===== src/rtl/ex_stage_pipe.sv =====
// ---------------------------------------------------------------------------
// ex_stage_pipe
//
// Execute stage of a small in-order pipeline.
//
// The ID/EX register holds one decoded instruction. The ALU result, the
// write target and the pass-through controls for that instruction are
// computed from it and loaded into the EX/MEM register. The EX/MEM register
// drives every out_* port directly. Both registers use a valid/ready
// handshake, so back-to-back instructions flow at one per cycle with a
// two-edge latency while out_ready is held high.
//
// Build option:
//   EX_STAGE_FWD_EN - when defined, operand A and the B/store operand can be
//                     taken from the MEM or WB forwarding paths (fwd_a/fwd_b:
//                     0 = register, 1 = mem_fwd_data, 2 = wb_fwd_data,
//                     3 = register). When undefined, the forwarding inputs
//                     are ignored and the register operands are always used.
//
// Ports:
//   clk, reset                  clock (rising edge); synchronous active-high
//                               reset
//   in_valid / in_ready         upstream (ID) handshake
//   in_pc, in_rd1, in_rd2,      instruction PC, register operands and
//   in_imm                      immediate
//   in_rs, in_rt, in_rd         register addresses
//   in_alu_op, in_alu_src,      ALU operation, immediate select, load-high
//   in_is_lhi, in_reg_dest      immediate, and write-target select
//   in_mem_read, in_mem_write,  controls passed through to MEM/WB
//   in_wb_src, in_reg_write
//   flush                       squash the ID/EX entry and any beat offered
//                               in the same cycle
//   fwd_a, fwd_b                forwarding selects for operands A and B
//   mem_fwd_data, wb_fwd_data   forwarded values from MEM and WB
//   idex_rs, idex_rt            ID/EX source addresses for the hazard unit
//   out_valid / out_ready       downstream (MEM) handshake
//   out_pc, out_alu,            PC, ALU result and store data
//   out_store_data
//   out_wtarget                 destination register address
//   out_mem_read, out_mem_write, out_reg_write, out_wb_src
//                               pass-through controls
//   out_overflow                signed overflow of ADD/SUB
// ---------------------------------------------------------------------------
module ex_stage_pipe #(
  parameter int WORD_SIZE = 16,
  parameter int RA_W      = 2
) (
  input  logic                 clk,
  input  logic                 reset,

  input  logic                 in_valid,
  output logic                 in_ready,
  input  logic [WORD_SIZE-1:0] in_pc,
  input  logic [WORD_SIZE-1:0] in_rd1,
  input  logic [WORD_SIZE-1:0] in_rd2,
  input  logic [WORD_SIZE-1:0] in_imm,
  input  logic [RA_W-1:0]      in_rs,
  input  logic [RA_W-1:0]      in_rt,
  input  logic [RA_W-1:0]      in_rd,
  input  logic [2:0]           in_alu_op,
  input  logic                 in_alu_src,
  input  logic                 in_is_lhi,
  input  logic                 in_reg_dest,
  input  logic                 in_mem_read,
  input  logic                 in_mem_write,
  input  logic [1:0]           in_wb_src,
  input  logic                 in_reg_write,

  input  logic                 flush,
  input  logic [1:0]           fwd_a,
  input  logic [1:0]           fwd_b,
  input  logic [WORD_SIZE-1:0] mem_fwd_data,
  input  logic [WORD_SIZE-1:0] wb_fwd_data,
  output logic [RA_W-1:0]      idex_rs,
  output logic [RA_W-1:0]      idex_rt,

  output logic                 out_valid,
  input  logic                 out_ready,
  output logic [WORD_SIZE-1:0] out_pc,
  output logic [WORD_SIZE-1:0] out_alu,
  output logic [WORD_SIZE-1:0] out_store_data,
  output logic [RA_W-1:0]      out_wtarget,
  output logic                 out_mem_read,
  output logic                 out_mem_write,
  output logic                 out_reg_write,
  output logic [1:0]           out_wb_src,
  output logic                 out_overflow
);

  localparam int HALF = WORD_SIZE / 2;

  localparam logic [2:0] ALU_ADD = 3'd0;
  localparam logic [2:0] ALU_SUB = 3'd1;
  localparam logic [2:0] ALU_AND = 3'd2;
  localparam logic [2:0] ALU_OR  = 3'd3;
  localparam logic [2:0] ALU_NOT = 3'd4;
  localparam logic [2:0] ALU_NEG = 3'd5;
  localparam logic [2:0] ALU_SHL = 3'd6;
  localparam logic [2:0] ALU_SRA = 3'd7;

  // Returns {overflow, result}. All results wrap modulo 2^WORD_SIZE; only
  // ADD and SUB report signed overflow.
  function automatic logic [WORD_SIZE:0] alu_exec(
    input logic [2:0]                  op,
    input logic signed [WORD_SIZE-1:0] a,
    input logic signed [WORD_SIZE-1:0] b
  );
    logic signed [WORD_SIZE-1:0] r;
    logic                        ovf;
    r   = '0;
    ovf = 1'b0;
    case (op)
      ALU_ADD: begin
        r   = a + b;
        ovf = (a[WORD_SIZE-1] == b[WORD_SIZE-1]) &&
              (r[WORD_SIZE-1] != a[WORD_SIZE-1]);
      end
      ALU_SUB: begin
        r   = a - b;
        ovf = (a[WORD_SIZE-1] != b[WORD_SIZE-1]) &&
              (r[WORD_SIZE-1] != a[WORD_SIZE-1]);
      end
      ALU_AND: r = a & b;
      ALU_OR:  r = a | b;
      ALU_NOT: r = ~a;
      ALU_NEG: r = -a;
      ALU_SHL: r = a <<< 1;
      ALU_SRA: r = a >>> 1;
      default: r = '0;
    endcase
    return {ovf, r};
  endfunction

  // Load-high-immediate: low half of the immediate moved to the upper half.
  function automatic logic [WORD_SIZE-1:0] lhi_word(
    input logic [WORD_SIZE-1:0] imm
  );
    return {imm[HALF-1:0], {HALF{1'b0}}};
  endfunction

  // ID/EX register
  logic                        r_vld_p1;
  logic [WORD_SIZE-1:0]        r_pc_p1;
  logic signed [WORD_SIZE-1:0] r_rd1_p1;
  logic signed [WORD_SIZE-1:0] r_rd2_p1;
  logic signed [WORD_SIZE-1:0] r_imm_p1;
  logic [RA_W-1:0]             r_rs_p1;
  logic [RA_W-1:0]             r_rt_p1;
  logic [RA_W-1:0]             r_rd_p1;
  logic [2:0]                  r_alu_op_p1;
  logic                        r_alu_src_p1;
  logic                        r_is_lhi_p1;
  logic                        r_reg_dest_p1;
  logic                        r_mem_read_p1;
  logic                        r_mem_write_p1;
  logic [1:0]                  r_wb_src_p1;
  logic                        r_reg_write_p1;

  // EX/MEM register
  logic                        r_vld_p2;
  logic [WORD_SIZE-1:0]        r_pc_p2;
  logic [WORD_SIZE-1:0]        r_alu_p2;
  logic [WORD_SIZE-1:0]        r_store_p2;
  logic [RA_W-1:0]             r_wtarget_p2;
  logic                        r_mem_read_p2;
  logic                        r_mem_write_p2;
  logic                        r_reg_write_p2;
  logic [1:0]                  r_wb_src_p2;
  logic                        r_ovf_p2;

  logic                        w_advance;
  logic                        w_accept;
  logic                        w_load_ex;
  logic signed [WORD_SIZE-1:0] w_opa;
  logic signed [WORD_SIZE-1:0] w_fwdb;
  logic signed [WORD_SIZE-1:0] w_opb;
  logic [WORD_SIZE:0]          w_alu_full;
  logic [WORD_SIZE-1:0]        w_result;
  logic                        w_ovf;
  logic [RA_W-1:0]             w_wtarget;

  // Handshake: the ID/EX entry moves on whenever EX/MEM is empty or being
  // drained this cycle; ID/EX can take a new beat if it is empty or moving.
  assign w_advance = r_vld_p1 & (~r_vld_p2 | out_ready);
  assign in_ready  = ~r_vld_p1 | w_advance;
  assign w_accept  = in_valid & in_ready & ~flush;
  // A flushed instruction is squashed: it leaves ID/EX but never reaches
  // EX/MEM, whose contents are left untouched by flush.
  assign w_load_ex = w_advance & ~flush;

  always_ff @(posedge clk) begin
    if (reset) begin
      r_vld_p1       <= 1'b0;
      r_pc_p1        <= '0;
      r_rd1_p1       <= '0;
      r_rd2_p1       <= '0;
      r_imm_p1       <= '0;
      r_rs_p1        <= '0;
      r_rt_p1        <= '0;
      r_rd_p1        <= '0;
      r_alu_op_p1    <= '0;
      r_alu_src_p1   <= 1'b0;
      r_is_lhi_p1    <= 1'b0;
      r_reg_dest_p1  <= 1'b0;
      r_mem_read_p1  <= 1'b0;
      r_mem_write_p1 <= 1'b0;
      r_wb_src_p1    <= '0;
      r_reg_write_p1 <= 1'b0;
    end else if (w_accept) begin
      r_vld_p1       <= 1'b1;
      r_pc_p1        <= in_pc;
      r_rd1_p1       <= in_rd1;
      r_rd2_p1       <= in_rd2;
      r_imm_p1       <= in_imm;
      r_rs_p1        <= in_rs;
      r_rt_p1        <= in_rt;
      r_rd_p1        <= in_rd;
      r_alu_op_p1    <= in_alu_op;
      r_alu_src_p1   <= in_alu_src;
      r_is_lhi_p1    <= in_is_lhi;
      r_reg_dest_p1  <= in_reg_dest;
      r_mem_read_p1  <= in_mem_read;
      r_mem_write_p1 <= in_mem_write;
      r_wb_src_p1    <= in_wb_src;
      r_reg_write_p1 <= in_reg_write;
    end else if (w_advance || flush) begin
      // Fields are kept so idex_rs/idex_rt stay defined while empty.
      r_vld_p1 <= 1'b0;
    end
  end

  // ---- EX: operand selection and ALU (ID/EX -> EX/MEM) ----
`ifdef EX_STAGE_FWD_EN
  function automatic logic [WORD_SIZE-1:0] fwd_sel(
    input logic [1:0]           sel,
    input logic [WORD_SIZE-1:0] reg_val,
    input logic [WORD_SIZE-1:0] mem_val,
    input logic [WORD_SIZE-1:0] wb_val
  );
    case (sel)
      2'd1:    return mem_val;
      2'd2:    return wb_val;
      default: return reg_val;
    endcase
  endfunction

  assign w_opa  = fwd_sel(fwd_a, r_rd1_p1, mem_fwd_data, wb_fwd_data);
  assign w_fwdb = fwd_sel(fwd_b, r_rd2_p1, mem_fwd_data, wb_fwd_data);
`else
  logic w_unused_fwd;
  assign w_unused_fwd = ^{fwd_a, fwd_b, mem_fwd_data, wb_fwd_data};
  assign w_opa        = r_rd1_p1;
  assign w_fwdb       = r_rd2_p1;
`endif

  assign w_opb      = r_alu_src_p1 ? r_imm_p1 : w_fwdb;
  assign w_alu_full = alu_exec(r_alu_op_p1, w_opa, w_opb);
  assign w_result   = r_is_lhi_p1 ? lhi_word(r_imm_p1) : w_alu_full[WORD_SIZE-1:0];
  assign w_ovf      = ~r_is_lhi_p1 & w_alu_full[WORD_SIZE];
  assign w_wtarget  = r_reg_dest_p1 ? r_rt_p1 : r_rd_p1;

  always_ff @(posedge clk) begin
    if (reset) begin
      r_vld_p2       <= 1'b0;
      r_pc_p2        <= '0;
      r_alu_p2       <= '0;
      r_store_p2     <= '0;
      r_wtarget_p2   <= '0;
      r_mem_read_p2  <= 1'b0;
      r_mem_write_p2 <= 1'b0;
      r_reg_write_p2 <= 1'b0;
      r_wb_src_p2    <= '0;
      r_ovf_p2       <= 1'b0;
    end else if (w_load_ex) begin
      r_vld_p2       <= 1'b1;
      r_pc_p2        <= r_pc_p1;
      r_alu_p2       <= w_result;
      r_store_p2     <= w_fwdb;
      r_wtarget_p2   <= w_wtarget;
      r_mem_read_p2  <= r_mem_read_p1;
      r_mem_write_p2 <= r_mem_write_p1;
      r_reg_write_p2 <= r_reg_write_p1;
      r_wb_src_p2    <= r_wb_src_p1;
      r_ovf_p2       <= w_ovf;
    end else if (out_ready) begin
      r_vld_p2 <= 1'b0;
    end
  end

  // ---- EX/MEM outputs ----
  assign out_valid      = r_vld_p2;
  assign out_pc         = r_pc_p2;
  assign out_alu        = r_alu_p2;
  assign out_store_data = r_store_p2;
  assign out_wtarget    = r_wtarget_p2;
  assign out_mem_read   = r_mem_read_p2;
  assign out_mem_write  = r_mem_write_p2;
  assign out_reg_write  = r_reg_write_p2;
  assign out_wb_src     = r_wb_src_p2;
  assign out_overflow   = r_ovf_p2;

  assign idex_rs = r_rs_p1;
  assign idex_rt = r_rt_p1;

endmodule


===== config.mk =====
export PLATFORM = sky130hd
export DESIGN_NAME = ex_stage_pipe
export DESIGN_NICKNAME = d
export VERILOG_FILES = /design/src/rtl/ex_stage_pipe.sv
export SDC_FILE = /design/constraint.sdc
export NUM_CORES = 1
export LEC_CHECK = 0
export BUFFER_PORTS_ARGS = -buffer_cell sky130_fd_sc_hd__buf_2
export CORE_ASPECT_RATIO = 0.8
export CORE_MARGIN = 4
export CORE_UTILIZATION = 55
export DETAILED_ROUTE_END_ITERATION = 7
export GPL_ROUTABILITY_DRIVEN = 0
export PLACE_DENSITY = 0.78
export SYNTH_ARGS = -nofsm -noshare
export SYNTH_HDL_FRONTEND = slang
export SYNTH_SLANG_ARGS = --single-unit

===== constraint.sdc =====
create_clock -name clk -period 8.45 [get_ports clk]
set_input_delay 1.69 -clock clk [delete_from_list [all_inputs] [get_ports clk]]
set_output_delay 1.69 -clock clk [all_outputs]
set_load 0.1 [all_outputs]

Word level (Yosys, flattened, before mapping)
Cells that the tools add are included. W data, S select, Z words.

Logic and storage cells: 69. Register bits: 139. Bits of input ports: 122. Output and inout bits: 62.

Bitwise operators: 14. Equal/unequal tests: 11. Multiplexer cells: 9. $add $sub $neg: 3. Reductions and logical operators: 6.

Operators by type and width (number): $pmux W16 S8 (1); $mux W16 (2); $add A16 B16 Y16 (1); $and A16 B16 Y16 (1); $neg A16 Y16 (1); $not A16 Y16 (1); $or A16 B16 Y16 (1); $sub A16 B16 Y16 (1); $eq A3 B3 Y1 const B (4); $eq A3 B2 Y1 const B (2); $and A1 B1 Y1 (5); $mux W1 (4); $not A1 Y1 (4); $reduce_bool A2 Y1 (2); $eq A3 B1 Y1 const B (1); $logic_not A3 Y1 (1); $ne A1 B1 Y1 (3); $logic_and A1 B1 Y1 (2); $mux W2 (1); $or A1 B1 Y1 (2); $pmux W1 S2 (1); $eq A1 B1 Y1 (1); $logic_or A1 B1 Y1 (1).

Longest topological paths before layout
Word-level depth: 7. Depth in mapped cells: 14. Gate-level depth less buffers: 13.

Worst setup path before layout
No wires, ideal clock.

Path type: input to output. From: input out_ready. To: output in_ready. Path slack: 4.326 ns. Stages: 2. Arrival: 2.434 ns. Cell sequence: nor2b_1 -> nand2_1.

Word-level cells in the longest chain between the ends: 3.

Ends and longest elaborated chain: start: declaration (line 78) `input logic out_ready,`; $or A1 B1 Y1 (line 184) `assign w_advance = r_vld_p1 & (~r_vld_p2 | out_ready);`; $and A1 B1 Y1 (line 184); $or A1 B1 Y1 (line 185) `assign in_ready = ~r_vld_p1 | w_advance;`; end: declaration (line 52) `output logic in_ready,`.

No other way between the ends.

Worst setup path after layout
Ends and elaborated chain as after synthesis.

==> results.toml <==
[outcome]
outcome = "complete, no violations"

[sta]
slew_headroom_pct = 20.6
min_period_over_period_pct = 49.6
worst_pin_slew_ns = 1.18
setup_viol = 0
post-route-min-period_ns = 4.19
rsz0062_at_grt = "no"
finalHoldWorstSlack_ns = 0.438
maxSlewViolCount = 0
max_freq_mhz = 239
fin_ws_ns = 4.26
tns_ns = 0
finalHoldViolCount = 0
skew_ns = 0.0108

[drt]
dr.pass1.iters = 6
route.detailed.drc = 0
wl_per_cell_um = 16.7
vias_per_cell = 5.73
drt-initial-drc-count = 866
ant_nets = 0
routed_wl_mm = 22.6
via_count = 7780

[clocking]
htree_num_levels = 4
postCtsSetupBuffers = 0
cts_tree = "built"
ctsHoldBuffers = 0
ctsResizeCount = 0
cts_made_buffers = 17
clockBufferDepth = 2
clock_sinks = 139
path_clk_slew_ns = 0.07
worstSkewPairLatency_ns = 0.43
cts_root_buf = "clkbuf_16"

[final_layout]
layout-drive-gt1-share_pct = 17.8
nets = 1341
fillers = 1281
final-instance-count-excl-fill = 1357
multi_input_area_um2 = 4840
area_growth_pct = 16.2
n_antenna_cell = 0
seqCellArea_um2 = 2780

[worst_setup_path]
slowest_delay_ns = 0.31
arrival_ns = 2.50
critical_path_class = "in -> out"
startpoint = "out_ready"
cpMostUsedCell = "buf_2"
r2r_start = "r_alu_src_p1$_SDFFE_PP0P_"
crit_chain = "buf_2, nor2b_1, nand2_1, buf_2"
crit_cells = 4
critPathSlowestCell = "buf_2"
endpoint = "in_ready"
critical_path_required_ns = 6.76
reg2reg_slack_ns = 4.27
r2r_cells = 13
critPathMaxFanout = 3
start_kind = "input port"
path_buf_inv = 2
end_kind = "output port"
crit_family = "buffers and inverters"
r2r_end = "out_alu[14]$_SDFFE_PP0P_"

[floorplan]
die_w_um = 144
core_um2 = 14300
dieArea_um2 = 16700
die_h_um = 116
start_util_pct = 56.4
rows = 39
ios = 184

[worst_hold_path]
whs_path_depth = 2
hold_class = "reg -> reg"

[global_routing]
grt_max_degree = 82
grt_pass1_wl_mm = 35.4
antenna_found_initial = 0
grt_use_total_pct = 26.5
globalRouteOverflowTotal = 0
grt_pass1_vias = 6857

[placement]
dp.cells = 1325
dp.final_hpwl_mm = 15.5
port_buffers = 147
pre_cts_ws_ns = 4.26

[power]
static-leakage-power_nw = 3.94
irDropWorstVdd_mv = 0.147
powerDensity_nw_per_um2 = 183
total_power_mw = 1.72

[logic_synthesis]
synth_top_area_cell = "dfxtp_1"
synthTopCellsByArea = "dfxtp_1 (34%), nand2_1 (13%), a21oi_1 (9.8%), ha_1 (8.8%), xnor2_1 (3.4%)"
ys_warn_count = 0
synth_most_common_cell = "nand2_1"
synth-edff-count = 0
synth.avg_cell_area_um2 = 7.63
synth_flop_cell = "dfxtp_1"
syn-cell-area_um2 = 8090
synth_seq_cells = 139
netlist.area_leader.share_pct = 34.4
synthDistinctLibCells = 69
synth.cells.most_frequent = "nand2_1 (285), a21oi_1 (158), dfxtp_1 (139), clkbuf_1 (59), ha_1 (57)"
ys_seq_area_share_pct = 34.4
async_reset_ff_share_pct = 0
synth_fp_nets = 1241
syn_inst = 1060

[run]
max_cap_violations = 0
==> tightest hold or removal path, cell delays in order (launching register included) <==
cell and delay, ns:
dfxtp_1 0.31, nand2_1 0.05, nand2_1 0.04
==> cells by family after synthesis <==
group,after synthesis,synth area share [%]
simple gates,390,20.7
buf+inv,123,5.91
xor+xnor,34,3.85
flops,139,34.4
fa+ha+maj,59,9.32
compound gates,286,21.6
mux,29,4.22
==> stage by stage <==
stage	cell area (µm²)	utilization, %
floorplan	8090	-
global placement	8830	61.6
CTS	9390	65.5
finish	9390	65.5
detailed placement	8830	61.6
global route	9390	65.5
==> power by group <==
| part | internal (mW) | switching [mW] |
|---|---|---|
| Combinational | 0.115 | 0.199 |
| Clock | 0.385 | 0.322 |
| Sequential | 0.676 | 0.0233 |
==> registers in the layout (all words and copies together) (netlist names), 3 cells and up <==
register / flops
r_rd2_p1: 16
r_alu_op_p1: 3
r_imm_p1: 16
out_store_data: 16
r_pc_p1: 16
out_alu: 16
r_rd1_p1: 16
out_pc: 16
==> final cells by class <==
type | instances | share of cell area, %
clock inverters | 15 | 1.43
inverters | 49 | 1.98
multi-input cells | 798 | 51.5
well taps | 184 | 2.45
flip-flops and latches | 139 | 29.6
clock buffers | 17 | 4.53
repair buffers | 155 | 8.50
==> metal layers <==
metal / global-route usage [%] / routed length (µm)
met4: 8.47 / 568
met2: 40.0 / 9900
met5: 0 / 0
met3: 7.41 / 2160
met1: 37.1 / 10000
==> cells in the final DEF, fill, tap and decap left out, drive strengths merged, types with 7 or more instances in the layout <==
| master | instances |
|---|---|
| nor3 | 9 |
| a22oi | 7 |
| clkinv | 7 |
| nor2b | 9 |
| ha | 57 |
| a221oi | 9 |
| dfxtp | 139 |
| xnor2 | 31 |
| buf | 155 |
| o21ai | 43 |
| a21oi | 160 |
| nor2 | 41 |
| a31oi | 7 |
| mux2i | 24 |
| o221ai | 7 |
| clkbuf | 17 |
| inv | 55 |
| nand2b | 12 |
| nand2 | 286 |
==> worst min path at each step <==
stage | slack (ns) | startpoint | end
finish | 0.44 | out_alu[4]$_SDFFE_PP0P_ | out_alu[4]$_SDFFE_PP0P_
global route | 0.45 | out_alu[4]$_SDFFE_PP0P_ | out_alu[4]$_SDFFE_PP0P_
CTS | 0.44 | out_alu[4]$_SDFFE_PP0P_ | out_alu[4]$_SDFFE_PP0P_
detailed placement | 0.43 | out_alu[4]$_SDFFE_PP0P_ | out_alu[4]$_SDFFE_PP0P_
global placement | 0.43 | out_alu[4]$_SDFFE_PP0P_ | out_alu[4]$_SDFFE_PP0P_
floorplan | 0.43 | r_mem_read_p1$_SDFFE_PP0P_ | out_mem_read$_SDFFE_PP0P_
Power figures use the tool's default switching activity.
